`config.mk`:
```
export PLATFORM = sky130hd
export DESIGN_NAME = serial_add_sched
export DESIGN_NICKNAME = d
export VERILOG_FILES = /design/src/rtl/serial_add_sched.sv
export SDC_FILE = /design/constraint.sdc
export NUM_CORES = 1
export LEC_CHECK = 0
export CORE_MARGIN = 4
export CORE_UTILIZATION = 51
export CTS_CLUSTER_DIAMETER = 150
export DETAILED_ROUTE_END_ITERATION = 7
export PLACE_DENSITY = 0.91
export SYNTH_ARGS = -nofsm -noshare
export SYNTH_HDL_FRONTEND = slang
export SYNTH_SLANG_ARGS = --single-unit
```
`constraint.sdc`:
```
create_clock -name clk -period 3.05 [get_ports clk]
set_input_delay 0.61 -clock clk [delete_from_list [all_inputs] [get_ports clk]]
set_output_delay 0.61 -clock clk [all_outputs]
set_load 0.1 [all_outputs]
```
`src/rtl/serial_add_sched.sv`:
```
// serial_add_sched
//   Bit-serial adder shared between two requesters. A single full-adder cell
//   processes one operand bit per clock, LSB first, with the carry kept in a
//   flop. Grants in IDLE alternate between requesters when both are valid.
//
// Ports
//   clk, rst_n                 clock (rising edge), async active-low reset
//   req{0,1}_valid/_ready      operand handshake per requester
//   req{0,1}_a/_b/_cin         operands and carry-in (sampled on acceptance)
//   rsp_valid/rsp_ready        result handshake
//   rsp_sum, rsp_cout, rsp_id  W-bit sum, carry-out, owning requester
//   busy                       high while an operation is in RUN or DONE
module serial_add_sched #(
  parameter int W = 8
) (
  input  logic         clk,
  input  logic         rst_n,
  input  logic         req0_valid,
  output logic         req0_ready,
  input  logic [W-1:0] req0_a,
  input  logic [W-1:0] req0_b,
  input  logic         req0_cin,
  input  logic         req1_valid,
  output logic         req1_ready,
  input  logic [W-1:0] req1_a,
  input  logic [W-1:0] req1_b,
  input  logic         req1_cin,
  output logic         rsp_valid,
  input  logic         rsp_ready,
  output logic [W-1:0] rsp_sum,
  output logic         rsp_cout,
  output logic         rsp_id,
  output logic         busy
);

  localparam int CW = (W > 1) ? $clog2(W) : 1;

  typedef enum logic [1:0] {IDLE, RUN, DONE} state_t;

  state_t        state_q, state_d;
  logic [W-1:0]  a_q, a_d, b_q, b_d;
  logic [W-1:0]  acc_q, acc_d;
  logic [W-1:0]  sum_q, sum_d;
  logic [CW-1:0] cnt_q, cnt_d;
  logic          carry_q, carry_d;
  logic          cout_q, cout_d;
  logic          id_q, id_d;
  logic          last_q, last_d;
  logic          fa_s, fa_c;
  logic          grant0, grant1;

  always_comb begin
    fa_s = a_q[0] ^ b_q[0] ^ carry_q;
    fa_c = (a_q[0] & b_q[0]) | (carry_q & (a_q[0] ^ b_q[0]));

    // On a tie the requester that did not win last time is granted.
    grant0 = req0_valid & (~req1_valid | last_q);
    grant1 = req1_valid & (~req0_valid | ~last_q);

    state_d    = state_q;
    a_d        = a_q;
    b_d        = b_q;
    acc_d      = acc_q;
    sum_d      = sum_q;
    cnt_d      = cnt_q;
    carry_d    = carry_q;
    cout_d     = cout_q;
    id_d       = id_q;
    last_d     = last_q;
    req0_ready = 1'b0;
    req1_ready = 1'b0;

    case (state_q)
      IDLE: begin
        req0_ready = grant0;
        req1_ready = grant1;
        if (grant0) begin
          a_d     = req0_a;
          b_d     = req0_b;
          carry_d = req0_cin;
          id_d    = 1'b0;
          last_d  = 1'b0;
          cnt_d   = '0;
          state_d = RUN;
        end else if (grant1) begin
          a_d     = req1_a;
          b_d     = req1_b;
          carry_d = req1_cin;
          id_d    = 1'b1;
          last_d  = 1'b1;
          cnt_d   = '0;
          state_d = RUN;
        end
      end
      RUN: begin
        a_d        = a_q >> 1;
        b_d        = b_q >> 1;
        // Shift-then-insert keeps the W=1 case free of empty slices.
        acc_d      = acc_q >> 1;
        acc_d[W-1] = fa_s;
        carry_d    = fa_c;
        cnt_d      = cnt_q + 1'b1;
        if (cnt_q == CW'(W - 1)) begin
          sum_d   = acc_d;
          cout_d  = fa_c;
          state_d = DONE;
        end
      end
      DONE: begin
        if (rsp_ready) state_d = IDLE;
      end
      default: state_d = IDLE;
    endcase
  end

  always_ff @(posedge clk or negedge rst_n) begin
    if (!rst_n) begin
      state_q <= IDLE;
      a_q     <= '0;
      b_q     <= '0;
      acc_q   <= '0;
      sum_q   <= '0;
      cnt_q   <= '0;
      carry_q <= 1'b0;
      cout_q  <= 1'b0;
      id_q    <= 1'b0;
      last_q  <= 1'b1;
    end else begin
      state_q <= state_d;
      a_q     <= a_d;
      b_q     <= b_d;
      acc_q   <= acc_d;
      sum_q   <= sum_d;
      cnt_q   <= cnt_d;
      carry_q <= carry_d;
      cout_q  <= cout_d;
      id_q    <= id_d;
      last_q  <= last_d;
    end
  end

  assign rsp_valid = (state_q == DONE);
  assign busy      = (state_q != IDLE);
  assign rsp_sum   = sum_q;
  assign rsp_cout  = cout_q;
  assign rsp_id    = id_q;

endmodule

```
# After elaboration in Yosys (flattened, before gate mapping)
# Index checks and enable logic that the tools add are counted.
[classes]
addsub = 1
eq_ne = 6
n_mux = 21
bitwise = 12
n_reduce_logical = 8
[op_table]
columns = ["cell", "count"]
rows = [
  ["8-bit 2-to-1 mux", 4],
  ["8-bit case mux with 2 select lines", 2],
  ["2-bit 2-to-1 mux", 4],
  ["1-bit 2-to-1 mux", 6],
  ["3-bit 2-to-1 mux", 2],
  ["2-bit case mux with 3 select lines", 1],
  ["3-bit case mux with 2 select lines", 1],
  ["2-bit AND reduction", 3],
  ["2-bit nonzero test", 3],
  ["1-bit AND", 4],
  ["3-bit by 1-bit adder with 3-bit output (second input constant)", 1],
  ["3-bit == test (second input constant)", 1],
  ["3-bit inequality test (second input constant)", 1],
  ["1-bit inverter", 3],
  ["1-bit OR", 3],
  ["3-bit AND reduction", 1],
  ["2-bit by 1-bit == test with 1-bit output (second input constant)", 1],
  ["2-bit == test (second input constant)", 1],
  ["2-bit logical NOT", 1],
  ["2-bit by 1-bit inequality test with 1-bit output (second input constant)", 1],
  ["2-bit inequality test (second input constant)", 1],
  ["1-bit case mux with 2 select lines", 1],
  ["1-bit bitwise XOR", 2],
]
[word_totals]
ff_bits = 41
in_bits = 39
output_inout_bits = 14
word_cells = 58

# Logic depth before layout (Yosys ltp)
# Gate-level depths: netlist (run 1).
[depth]
depth_word = 6
ltp_mapped = 6
ltp_nobuf = 4

# Worst setup path before layout (run 1)
# OpenSTA, ideal clock, no wires.
[synth_timing]
path_type = "reg-to-output"
start = "register state_q[1]"
end = "output port req1_ready"
arrival_time_ns = 3.569
slack_ns = -1.129
path_stages_with_launch = 5
path_buffers = 1
path_cell_list = "dfrtp_1 buf_2 nor2_1 inv_1 a211oi_1"
[synth_between]
elab_chain_cells = 2
[synth_lines]
columns = ["item", "line_no", "source"]
rows = [
  ["start, declared", "40", "state_t state_q, state_d;"],
  ["start signal, assigned", "129", "state_q <= state_d;"],
  ["2-bit logical NOT", "73", "case (state_q)"],
  ["1-bit 2-to-1 mux", "73", ""],
  ["end, declared", "24", "output logic req1_ready,"],
]
# No other way between the ends.

# Final worst setup path (run 1)
# Ends and elaborated chain as after synthesis.

==> results.md, run 1 <==
| Step | Result | Value |
|:---|:---|:---|
| logic synthesis | Gate Count Post-Synth | 175 |
| logic synthesis | Main combinational cell family by area after synthesis | simple AND/OR/NAND/NOR gates |
| grt | Total Routing Usage GR | 0.1694 |
| logic synthesis | Async set-or-reset flop fraction in the synthesized netlist | 1.000 |
| run status | Run status | finished clean |
| worst setup path | Biggest fanout along the worst timing path | 21 |
| floorplan | Number of ports placed on the die boundary | 53 |
| sta | Final worst setup slack | 529.9 ps |
| clock tree | Hold-fix buffers at CTS | 0 |
| sta | Max transition margin | 0.4413 |
| clock tree | H-tree depth reported by CTS | 2 |
| sta | Worst Max-Slew Pin Slew | 838.1 ps |
| clock tree | Number of buffers created by CTS | 5 |
| grt | Maximum number of pins on one net before global-route repair | 41 |
| drt | Detailed-route DRC error count | 0 |
| min path | HP Class | primary input to asynchronous set/reset pin |
| place | I/O Buffers | 52 |
| sta | Maximum operating frequency | 396.8 MHz |
| logic synthesis | Count of warnings emitted by yosys | 0 |
| sta | Final Cycle Share | 0.8263 |
| drt | Detailed router's first-iteration violation count | 121 |
| pwr | PnR Total Power | 2.909 mW |
| logic synthesis | Mapped Nets | 217 |
| final layout | Signed area change from the synthesized netlist to the final layout | 32.14% |
| place | Worst setup slack after placement | 730.3 ps |
| clock tree | Post-cts resize count | 0 |
| logic synthesis | Area share of xor/xnor cells in the synthesized design | 0 |
| final layout | Total number of nets in the final design | 267 |
| sta | Final worst clock skew | 4.170 ps |
| clock tree | CTS root buf | sky130_fd_sc_hd__clkbuf_8 |
| final layout | Ratio of cells with drive above 1 in the final layout | 0.2124 |
| worst setup path | Master of the slowest instance on the critical path | sky130_fd_sc_hd__dfrtp_1 |
| sta | Endpoints failing hold | 0 |
| worst setup path | Category of the worst setup path capture point | output pin |
| logic synthesis | Share of synthesized cell area in full adder, half adder and majority cells | 0.02300 |
| worst setup path | Chain of cells forming the critical path | nor2_1 -> inv_1 -> a211oi_2 -> buf_12 |
| clock tree | Clock tree sinks | 40 |
| drt | Routed WL | 3.923 mm |
| logic synthesis | Most area-hungry cell type in the Yosys netlist | sky130_fd_sc_hd__dfrtp_1 |
| worst setup path | Family of cells with the greatest summed delay on the critical path | flip-flops |
| logic synthesis | Seq cells post-synth | 40 |
| final layout | Count of antenna diodes in the layout | 0 |
| run | Count of max-cap constraint violations | 0 |
| worst setup path | Req. time, crit path | 2440 ps |
| worst setup path | CP arrival | 1910 ps |
| worst setup path | Buffers and inverters on the worst path | 2 |
| logic synthesis | Syn Std Cell Area | 0.001958 mm² |
| sta | Total Negative Setup Slacks | 0 ps |
| final layout | Final std cell area, no fill | 0.002587 mm² |
| logic synthesis | Compound-Gate Fraction of Synth Area | 0.1112 |
| sta | Final number of setup-violating endpoints | 0 |
| floorplan | Initial core utilization | 0.5309 |
| logic synthesis | Area fraction of the dominant cell type after synthesis | 0.4984 |
| floorplan | Die outline height | 69.97 µm |
| drt | Mean number of vias per cell | 5.296 |
| grt | Number of global-route vias before repair | 1,454 |
| logic synthesis | Mean instance size in the synthesized netlist | 11.19 µm² |
| drt | Average wire length per cell after detail routing | 14.32 µm |
| grt | Wire length of the first global-routing pass | 6.589 mm |
| drt | 1st-pass router iterations | 4 |
| sta | Final Hold Slack | 415.7 ps |
| logic synthesis | Cell variety after synth | 29 |
| logic synthesis | Number of flops mapped to enable cells by yosys | 0 |
| clock tree | CTS tree | done |
| worst setup path | Critical path startpoint category | flip-flop |
| worst setup path | Type of the worst setup path | flip-flop to output pin |
| sta | RSZ-0062 raised after global routing | false |
| drt | Vias | 1,451 |
| place | Post-detailed-placement half-perimeter wirelength | 2.803 mm |
| grt | Initial antenna violation count | 0 |
| clock tree | Postcts setup bufs | 0 |
| logic synthesis | Proportion of synthesized area in mux cells | 0.1387 |
| logic synthesis | Top flip-flop cell by instance count after synthesis | sky130_fd_sc_hd__dfrtp_1 |
| sta | Clock period minus final worst setup slack | 2520 ps |
| place | Routability Congestion | 0.7490 |
| floorplan | Horizontal die dimension | 69.97 µm |
| worst setup path | Delay of the slowest cell on the worst path | 640 ps |
| clock tree | Clock latency on the worst-skew pair | 290 ps |
| pwr | Leakage power of the design | 1.186 nW |
| drt | Post-detailed-route count of antenna-violating nets | 0 |
| floorplan | Die Outline Area | 0.004895 mm² |
| clock tree | Clock transition time at the flip-flop clock pins of the worst setup and hold paths | 80 ps |
| sta | Final Max Slew Viols | 0 |
| logic synthesis | Synthesized-area fraction occupied by and/or/nand/nor cells | 0.1700 |
| worst setup path | Slack of the worst reg-to-reg path | 1130 ps |
| logic synthesis | Synth area leaders | sky130_fd_sc_hd__dfrtp_1 50%, sky130_fd_sc_hd__mux2i_1 8.7%, sky130_fd_sc_hd__nor3b_1 5.8%, sky130_fd_sc_hd__mux2_2 5.2%, sky130_fd_sc_hd__nand2_1 4.6% |
| pwr | Worst vdd rail ir drop | 0.5791 mV |
| place | Cell area after placement | 0.002461 mm² |
| logic synthesis | Share of synthesized area occupied by flip-flops and latches | 0.5118 |
| pwr | PwrDens | 1124 mW/mm² |
| floorplan | Std cell rows | 22 |
| clock tree | Maximum buffer depth of the clock tree | 2 |
| grt | Total overflow reported by the global router | 0 |
| floorplan | Standard cell core area | 0.003689 mm² |
[layer usage]
| metal | part of all wire | global-route usage | vias to the layer above | routed length (µm) |
|---|---|---|---|---|
| met1 | 0.44 | 0.2130 | 702 | 1722 |
| met3 | 0.042 | 0.05180 | 8 | 165 |
| li1 | - | - | 712 | - |
| met2 | 0.50 | 0.2697 | 29 | 1960 |
| met4 | 0.019 | 0.07234 | 0 | 74 |
| met5 | 0 | 0 | - | 0 |
[registers in the layout, indices dropped and copies added, names as in the netlist]
name	cells
cnt_q	3
last_q	1
carry_q	1
acc_q	7
a_q	8
b_q	8
rsp_sum	8
rsp_id	1
rsp_cout	1
state_q	2
[placed cells by master (no fill, tap or decap)]
| master | instances |
|---|---|
| sky130_fd_sc_hd__dfrtp_1 | 39 |
| sky130_fd_sc_hd__clkdlybuf4s50_1 | 37 |
| sky130_fd_sc_hd__nand2_1 | 24 |
| sky130_fd_sc_hd__nor2_1 | 18 |
| sky130_fd_sc_hd__mux2i_1 | 17 |
| sky130_fd_sc_hd__nor3b_1 | 15 |
| sky130_fd_sc_hd__buf_4 | 13 |
| sky130_fd_sc_hd__mux2_2 | 9 |
| sky130_fd_sc_hd__a211oi_1 | 9 |
| sky130_fd_sc_hd__a211oi_2 | 7 |
| sky130_fd_sc_hd__clkbuf_8 | 7 |
| sky130_fd_sc_hd__o21ai_0 | 4 |
| sky130_fd_sc_hd__inv_1 | 3 |
| sky130_fd_sc_hd__a21oi_1 | 3 |
| sky130_fd_sc_hd__nand2b_1 | 2 |
| sky130_fd_sc_hd__nor2_2 | 2 |
| sky130_fd_sc_hd__a22o_1 | 2 |
| sky130_fd_sc_hd__ha_1 | 2 |
| sky130_fd_sc_hd__buf_12 | 2 |
| sky130_fd_sc_hd__o21ai_2 | 1 |
| sky130_fd_sc_hd__and2b_2 | 1 |
| sky130_fd_sc_hd__nand2_2 | 1 |
| sky130_fd_sc_hd__nor3_1 | 1 |
| sky130_fd_sc_hd__or2_4 | 1 |
| sky130_fd_sc_hd__nor2_4 | 1 |
| sky130_fd_sc_hd__a31oi_1 | 1 |
| sky130_fd_sc_hd__fa_1 | 1 |
| sky130_fd_sc_hd__bufinv_16 | 1 |
| sky130_fd_sc_hd__buf_2 | 1 |
| sky130_fd_sc_hd__dfstp_2 | 1 |
[cell families (layout without fill, tap and decap cells)]
kind of cell    after synthesis  after routing
mux                          26             26
buf+inv                      13             64
simple gates                 66             66
flops                        40             40
compound gates               27             27
fa+ha+maj                     3              3
[power by group]
part	total [mW]	internal (mW)	switching (mW)
clock	0.469	0.289	0.181
combinational	1.45	0.490	0.964
sequential	0.986	0.795	0.191
[layout make-up]
cell class              count  area (µm²)
inverters                   3       11.26
clock inverters             1       30.03
repair buffers             53       513.0
multi-input cells         122       874.6
clock buffers               7       96.34
flip-flops and latches     40        1002
fillers                   276        1101
well taps                  48       60.06
[final timing paths]
check,start,endpoint,depth (start not counted)
setup / recovery,state_q[1]$_DFFE_PN0P_,req1_ready,4
hold / removal,rst_n,rsp_sum[0]$_DFFE_PN0P_,1
setup reg to reg,state_q[1]$_DFFE_PN0P_,rsp_sum[4]$_DFFE_PN0P_,3
hold reg to reg,cnt_q[0]$_DFFE_PN0P_,cnt_q[0]$_DFFE_PN0P_,1
max in group asynchronous,rst_n,a_q[5]$_DFFE_PN0P_,1
min in group clk,cnt_q[0]$_DFFE_PN0P_,cnt_q[0]$_DFFE_PN0P_,1
[stage by stage]
| step | instances | util |
|---|---|---|
| after floorplan | 175 | - |
| after global placement | 266 | 0.6672 |
| after detailed placement | 266 | 0.6672 |
| after CTS | 274 | 0.7015 |
| after global routing | 274 | 0.7015 |
| final | 274 | 0.7015 |
[cells in the mapped netlist (all sizes together) (3+ instances only)]
library cell	instances
nor3b	15
inv	3
nand2	25
buf	8
mux2	9
nor2	21
a21oi	3
dfrtp	39
o21ai	5
mux2i	17
a211oi	16
(Power assumes the default switching activity.)
==> run 2, diff against run 1 <==
CORE_UTILIZATION = 43   (was 51)
PLACE_DENSITY = 0.82   (was 0.91)
clock period = 2.1 ns   (was 3.05 ns; I/O delays follow)
==> results.md, run 2 (same netlist as run 1, synthesis figures left out) <==
| Step | Result | Value | Change |
|:---|:---|:---|:---|
| run status | Run status | finished clean |  |
| clock tree | Number of buffers created by CTS | 5 | unchanged |
| final layout | Ratio of cells with drive above 1 in the final layout | 0.2424 | +0.03003 |
| clock tree | CTS root buf | sky130_fd_sc_hd__clkbuf_8 |  |
| worst setup path | Capture point of the worst reg-to-reg path | b_q[7]$_DFFE_PN0P_ |  |
| sta | Endpoints failing hold | 0 | unchanged |
| drt | Detailed router's first-iteration violation count | 76 | -37% |
| grt | Total overflow reported by the global router | 0 | unchanged |
| worst setup path | Biggest fanout along the worst timing path | 7 | -67% |
| final layout | Total number of nets in the final design | 272 | +1.9% |
| sta | Final Cycle Share | 0.9485 |  |
| sta | RSZ-0062 raised after global routing | false |  |
| floorplan | Initial core utilization | 0.4466 | -0.08424 |
| clock tree | Clock tree sinks | 40 | unchanged |
| floorplan | Standard cell core area | 0.004384 mm² | +19% |
| worst setup path | Category of the worst setup path capture point | output pin |  |
| grt | Total Routing Usage GR | 0.1432 | -0.02614 |
| final layout | Fill cells | 354 | +28% |
| final layout | Count of non-filler cells in the finished layout | 283 | +3.3% |
| sta | Total Negative Setup Slacks | 0 ps | unchanged |
| min path | HP Class | primary input to asynchronous set/reset pin |  |
| drt | Mean number of vias per cell | 5.184 | -2.1% |
| sta | Final worst clock skew | 5.123 ps | +0.9532 ps |
| sta | Final Max Slew Viols | 0 | unchanged |
| pwr | PwrDens | 1602 mW/mm² | +42% |
| place | Total instance count after detailed placement | 275 | +3.4% |
| final layout | Final std cell area, no fill | 0.002675 mm² | +3.4% |
| floorplan | Die outline height | 75.48 µm | +7.9% |
| clock tree | Hold-fix buffers at CTS | 0 | unchanged |
| grt | Number of global-route vias before repair | 1,410 | -3.0% |
| drt | Vias | 1,467 | +1.1% |
| final layout | Commonest non-fill, non-tap cells in the layout | 38 x sky130_fd_sc_hd__dfrtp_1, 37 x sky130_fd_sc_hd__clkdlybuf4s50_1, 24 x sky130_fd_sc_hd__nand2_1 |  |
| sta | Maximum operating frequency | 502.0 MHz |  |
| floorplan | Die Outline Area | 0.005697 mm² | +16% |
| worst setup path | Reg-to-Reg Start | state_q[1]$_DFFE_PN0P_ |  |
| floorplan | Horizontal die dimension | 75.48 µm | +7.9% |
| sta | Clock period minus final worst setup slack | 1992 ps |  |
| grt | Initial antenna violation count | 0 | unchanged |
| clock tree | H-tree depth reported by CTS | 2 | unchanged |
| run | Count of max-cap constraint violations | 0 | unchanged |
| pwr | PnR Total Power | 4.285 mW | +47% |
| final layout | Most common cell after layout, fill and taps aside | sky130_fd_sc_hd__dfrtp_1 |  |
| final layout | End-of-flow core utilization | 0.6102 | -0.09133 |
| clock tree | Clock latency on the worst-skew pair | 290 ps | about the same |
| drt | Routed WL | 3.892 mm | -0.79% |
| place | I/O Buffers | 52 | unchanged |
| grt | Maximum number of pins on one net before global-route repair | 41 | unchanged |
| place | Cell area after placement | 0.002552 mm² | +3.7% |
| pwr | Leakage power of the design | 1.212 nW | +2.2% |
| grt | Wire length of the first global-routing pass | 6.106 mm | -7.3% |
| clock tree | Maximum buffer depth of the clock tree | 2 | unchanged |
| worst setup path | Type of the worst setup path | flip-flop to output pin |  |
| final layout | Signed area change from the synthesized netlist to the final layout | 36.61% |  |
| floorplan | Std cell rows | 24 | +9.1% |
| worst setup path | Critical path startpoint category | flip-flop |  |
| clock tree | Postcts setup bufs | 0 | unchanged |
| sta | Final worst setup slack | 108.1 ps | -421.8 ps |
| worst setup path | Reg2reg path depth | 4 | +1 |
| place | Worst setup slack after placement | 26.69 ps | -703.6 ps |
| final layout | Count of antenna diodes in the layout | 0 | unchanged |
| worst setup path | CP arrival | 1570 ps | -340 ps |
| drt | 1st-pass router iterations | 4 | unchanged |
| worst setup path | Req. time, crit path | 1680 ps | -760 ps |
| clock tree | CTS tree | done |  |
| sta | Final number of setup-violating endpoints | 0 | unchanged |
| drt | Post-detailed-route count of antenna-violating nets | 0 | unchanged |
| sta | Final Hold Slack | 166.2 ps | -249.5 ps |
| clock tree | Clock transition time at the flip-flop clock pins of the worst setup and hold paths | 80 ps | about the same |
| drt | Average wire length per cell after detail routing | 13.75 µm | -3.9% |
| sta | Max transition margin | 0.5383 | +0.09707 |
| pwr | Worst vdd rail ir drop | 0.5972 mV | +3.1% |
| worst setup path | Slack of the worst reg-to-reg path | 360 ps | -770 ps |
| drt | Detailed-route DRC error count | 0 | unchanged |
| place | Post-detailed-placement half-perimeter wirelength | 2.867 mm | +2.3% |
| place | Routability Congestion | 0.7855 | +4.9% |
| sta | Worst Max-Slew Pin Slew | 691.7 ps | -146.4 ps |
| floorplan | Number of ports placed on the die boundary | 53 | unchanged |
-- run 2: worst max-delay path by stage --
stage	end	depth (start not counted)	slack (ps)	start
floorplan	req1_ready	4	-450	state_q[0]$_DFFE_PN0P_
global placement	b_q[5]$_DFFE_PN0P_	6	100	req1_valid
global route	req1_ready	4	1	state_q[0]$_DFFE_PN0P_
detailed placement	b_q[7]$_DFFE_PN0P_	5	30	req1_valid
CTS	req1_ready	4	60	state_q[1]$_DFFE_PN0P_
finish	req1_ready	4	110	state_q[0]$_DFFE_PN0P_
-- run 2: layout make-up --
type	instances	area [µm²]	share of cell area
clock inverters	2	38.79	0.01450
repair buffers	58	575.6	0.2152
well taps	52	65.06	0.02432
multi-input cells	122	894.6	0.3344
flip-flops and latches	40	1003	0.3751
inverters	3	15.01	0.005613
clock buffers	6	82.58	0.03087
-- run 2: per-layer routing --
layer | GRT usage | up-vias | share of wire
met2 | 0.2291 | 44 | 0.48
met1 | 0.1807 | 700 | 0.43
li1 | - | 715 | -
met3 | 0.03430 | 8 | 0.067
met4 | 0.07379 | 0 | 0.026
met5 | 0 | - | 0
-- run 2: what timing repair did --
item                                    in CTS  in global routing
endpoints found under the setup margin       0                  1
endpoints found under the hold margin        0                  0
resized for setup                            0                  1
-- run 2: power breakdown --
part	internal [mW]	switching [mW]	leakage, nW
sequential	1.16	0.241	0.484
combinational	0.769	1.46	0.667
clock	0.388	0.267	0.0614
-- run 2: worst max-delay path, cell delays in order (launching register included) --
cell	delay [ps]
sky130_fd_sc_hd__dfrtp_1	460
sky130_fd_sc_hd__nor2_4	190
sky130_fd_sc_hd__clkinvlp_4	180
sky130_fd_sc_hd__a211oi_4	230
sky130_fd_sc_hd__buf_12	210
==> run 3, diff against run 2 <==
SKIP_LAST_GASP = 1   (was unset)
==> results of run 3 <==
Final layout, timing and power as in run 2 (identical DEF).
==> patch 1 (settings of run 2) <==
The 3 states of `state_t` get a one-hot encoding in 3 bits.
--- a/src/rtl/serial_add_sched.sv
+++ b/src/rtl/serial_add_sched.sv
@@ -37,3 +37,3 @@
 
-  typedef enum logic [1:0] {IDLE, RUN, DONE} state_t;
+  typedef enum logic [2:0] {IDLE = 3'b001, RUN = 3'b010, DONE = 3'b100} state_t;
 
Function: no difference found for any inputs over 10 cycles, from zero or initial values and one cycle with rst_n low; not proved beyond that.
==> patch 1 against run 2 <==
- power fell by 22%
- critical path depth unchanged
- worst setup slack worse by 33 ps
- area after synthesis shrank 4.2%
- sequential cell count grew 1
- die area is 3.8% lower
- global-route usage up 2.2 points
- sequential power shrank 6%
- non-clock buffer count rose by 4
- wire length grew 6.3%
- critical path type unchanged
- cell area fell by 2.7%
==> patch 1: results (changes against run 2) <==
stage	metric	value	unit	change
timing	layout_setup_ws	74.7	ps	was 108 ps
layout	signal_buffers	62		was 58
timing	clock_skew	2.74	ps	was 5.12 ps
route	wl_met2	2.00	mm	was 1.86 mm
setup_path	worstRegToRegCells	5		was 4
route	wl_met1	1.87	mm	was 1.67 mm
layout	fill_cells	347		was 354
synthesis	synth_nets	210		was 217
synthesis	synth-main-ff-cell	dfrtp_1		unchanged
power_and_ir_drop	p_int	1.96	mW	was 2.31 mW
setup_path	rrSetupSlack	230	ps	was 360 ps
layout	final-seq-area	1030	sq um	was 1000 sq um
synthesis	synth_common_cells	39 x dfrtp_1, 27 x nand2_1, 17 x mux2i_1		was 39 x dfrtp_1, 24 x nand2_1, 19 x nor2_1
layout	layout.nonclk_buf_frac	0.233		was 0.215
timing	worst_hold_slack	36.4	ps	was 166 ps
layout	clkbuf_count	7		was 6
layout	inv_count	2		was 3
placement	placed_cell_area	2500	sq um	was 2550 sq um
power_and_ir_drop	swShare	0.411		was 0.460
setup_path	cp.arrival	1610	ps	was 1570 ps
synthesis	ys_async_sr_fraction	1.00		unchanged
global_routing	grt_pass1_vias	1538		was 1410
placement	placed_cells	269		was 275
layout	clkCellAreaFrac	0.0332		was 0.0454
route	vias_per_cell	5.24		was 5.18
global_routing	grt_pass1_wl	6.94	mm	was 6.11 mm
route	wl	4.14	mm	was 3.89 mm
synthesis	synthTopCellsByArea	dfrtp_1 52%, mux2i_1 9.1%, mux2_2 5.4%		was dfrtp_1 50%, mux2i_1 8.7%, nor3b_1 5.8%
synthesis	synth_area_per_cell	11.2	sq um	about the same
placement	post-dp-hpwl	3.10	mm	was 2.87 mm
outcome	run_status	completed		unchanged
setup_path	timing.critical_path.from	state_q[0]$_DFFE_PN1P_		was state_q[0]$_DFFE_PN0P_
global_routing	track_usage	0.165		was 0.143
layout	fin_cells	278		was 283
synthesis	ys_seq_area_frac	0.548		was 0.512
synthesis	ys_seq_elements	41		was 40
power_and_ir_drop	power-per-cell-area	1280	nW/um^2	was 1600 nW/um^2
setup_path	r2r_end	a_q[7]$_DFFE_PN0P_		was b_q[7]$_DFFE_PN0P_
setup_path	critPathSlowestCell	dfstp_2		was dfrtp_1
layout	layout-drive-gt1-share	0.228		was 0.242
route	dr.first_iter.drc_count	116		was 76
synthesis	yosysUniqueCellTypes	32		was 29
power_and_ir_drop	p_seq_frac	0.392		was 0.326
route	dr_wl_met3	227	microns	was 259 microns
cts	postCtsSetupRepairBufs	2		was 0
layout	multi_input_cells	116		was 122
power_and_ir_drop	total_leakage_power	1.23	nW	was 1.21 nW
global_routing	grt_max_degree	21		was 41
placement	gp_congestion	0.779		was 0.786
power_and_ir_drop	vdd_drop_max	0.607	mV	was 0.597 mV
timing	worstMarginPinSlew	742	ps	was 692 ps
placement	place_ws	11.3	ps	was 26.7 ps
setup_path	crit_path_max_fanout	6		was 7
setup_path	critPathMaxStageDelay	540	ps	was 460 ps
synthesis	synthCells	168		was 175
layout	multi_input_area	808	sq um	was 895 sq um
## patch 1: cell types whose count changed in the layout (fill, tap and decap cells not counted), moves of 3 or more
cell and change:
a211oi_1 -9, a21oi_1 +9, nor2_4 -3, nand2_1 +3, o22ai_1 +7, buf_4 +4
a211oi_2 -6, nor2_1 -14, a22oi_1 +8, o21ai_1 +8, nor3b_1 -15
## patch 1: worst register-to-register path: stages, from the launching register on
cell and delay [ps]:
dfstp_2 540, nor3b_4 260, inv_6 90, nor2_1 590, o21ai_0 180, a21oi_1 140
## patch 1: kinds of logic (layout without fill, tap and decap cells)
logic type,count (synthesis),after routing,share of synthesized area
AO/OA/AOI/OAI,46,46,0.145
buffers and inverters,11,71,0.0334
AND/OR/NAND/NOR,41,41,0.105
flip-flops,41,41,0.548
multiplexers,26,26,0.145
adder cells (fa/ha/maj),3,3,0.0240
## patch 1: metal layers
layer	global-route usage	vias up
met4	0.0563	0
li1	-	719
met1	0.212	688
met3	0.0392	5
met2	0.275	45
met5	0	-
==> patch 2 (flow settings as in run 2) <==
Without the edit above. `W`: 8 -> 16.
--- a/src/rtl/serial_add_sched.sv
+++ b/src/rtl/serial_add_sched.sv
@@ -13,3 +13,3 @@
 module serial_add_sched #(
-  parameter int W = 8
+  parameter int W = 16
 ) (
Interface: changed (5 resized); port bits go from 53 to 93. No check against the original RTL was run, so the function may have changed too.
==> patch 2 against run 2 <==
- sequential share of layout area increased by 2.2 points
- critical path depth stayed put
- cell area grew 72%
- power grew 53%
- clock skew up 1.9 ps
- fmax is 1.3% higher
- sequential cell count up 33
- wire length grew 93%
- area after synthesis is 68% higher
- utilization grew 1.4 points
- combinational power increased by 27%
- clock power increased by 100%
- worst setup slack gained 26 ps
- cell count is 80% higher
==> patch 2: results (changes against run 2) <==
stage	metric	value	unit	change
cts	numCtsBuffers	9		was 5
route	vias_per_cell	5.14		was 5.18
synthesis	synth_compound_area_frac	0.146		was 0.111
route	wl	7.53	mm	was 3.89 mm
route	wl_per_cell	14.8	microns	was 13.8 microns
setup_path	worstRegToRegCells	5		was 4
layout	design.seq.count	73		was 40
timing	timing.slew.headroom	0.514		was 0.538
power_and_ir_drop	vdd_drop_max	0.797	mV	was 0.597 mV
layout	nets	478		was 272
placement	post-dp-hpwl	5.43	mm	was 2.87 mm
layout	signal_buffers	107		was 58
global_routing	grt_pass1_wl	12.3	mm	was 6.11 mm
cts	insertion_delay	340	ps	was 290 ps
placement	place_ws	-26.7	ps	was 26.7 ps
die	core_area	7370	sq um	was 4380 sq um
setup_path	critPathSlowestCell	clkdlybuf4s50_1		was dfrtp_1
layout	layout.nonclk_buf_frac	0.228		was 0.215
setup_path	r2r-start	state_q[0]$_DFFE_PN0P_		was state_q[1]$_DFFE_PN0P_
layout	layout-drive-gt1-share	0.198		was 0.242
route	dr_wl_met3	539	microns	was 259 microns
global_routing	use_met1	0.221		was 0.181
timing	clock_skew	7.04	ps	was 5.12 ps
route	wl_met1	3.11	mm	was 1.67 mm
synthesis	synthAdderAreaFrac	0.00987		was 0.0230
placement	placed_cell_area	4360	sq um	was 2550 sq um
layout	multi_input_cells	211		was 122
synthesis	muxShareOfSynthArea	0.123		was 0.139
layout	clkCellAreaFrac	0.0527		was 0.0454
setup_path	cp.arrival	1550	ps	was 1570 ps
placement	io_buffers	92		was 52
setup_path	critPathMaxStageDelay	630	ps	was 460 ps
outcome	run_status	completed		unchanged
synthesis	synth_common_cells	79 x nand2_1, 72 x dfrtp_1, 18 x mux2i_1		was 39 x dfrtp_1, 24 x nand2_1, 19 x nor2_1
route	wl_met2	3.83	mm	was 1.86 mm
setup_path	crit_path_max_fanout	4		was 7
global_routing	grt_pass1_vias	2609		was 1410
layout	fin_area	4600	sq um	was 2680 sq um
placement	placed_cells	493		was 275
global_routing	grt_max_degree	42		was 41
synthesis	synth_xor_area_frac	0.00266		was 0
synthesis	synthTopCellsByArea	dfrtp_1 55%, nand2_1 9.0%, mux2i_1 5.5%		was dfrtp_1 50%, mux2i_1 8.7%, nor3b_1 5.8%
layout	fill_cells	597		was 354
route	dr.first_iter.drc_count	131		was 76
layout	multi_input_area_share	0.292		was 0.334
synthesis	synthCells	306		was 175
placement	gp_congestion	0.755		was 0.786
timing	worst_hold_slack	15.3	ps	was 166 ps
setup_path	rrSetupSlack	490	ps	was 360 ps
layout	final-seq-area	1830	sq um	was 1000 sq um
global_routing	track_usage	0.174		was 0.143
-- patch 2: changes by cell type after synthesis, sizes merged, moves of 3 or more --
cell / before / now
a211oi: 16 / 1
a22oi: 0 / 16
a31oi: 1 / 16
buf: 8 / 11
clkbuf: 2 / 8
dfrtp: 39 / 72
mux2: 9 / 17
nand2: 25 / 79
nor2: 21 / 8
nor3b: 15 / 0
o21ai: 5 / 21
o22ai: 0 / 15
-- patch 2: power by group --
group | total, mW | leakage, nW | internal, mW | switching (mW)
combinational | 2.84 | 1.10 | 1.01 | 1.83
sequential | 2.39 | 0.918 | 2.00 | 0.391
clock | 1.31 | 0.115 | 0.788 | 0.519
-- patch 2: worst max path at each step --
stage,to,slack [ps],depth (start not counted)
floorplan,req0_ready,-420,3
global placement,b_q[1]$_DFFE_PN0P_,80,5
detailed placement,b_q[14]$_DFFE_PN0P_,-30,5
CTS,req1_ready,130,4
global route,req1_ready,60,4
finish,req0_ready,130,4
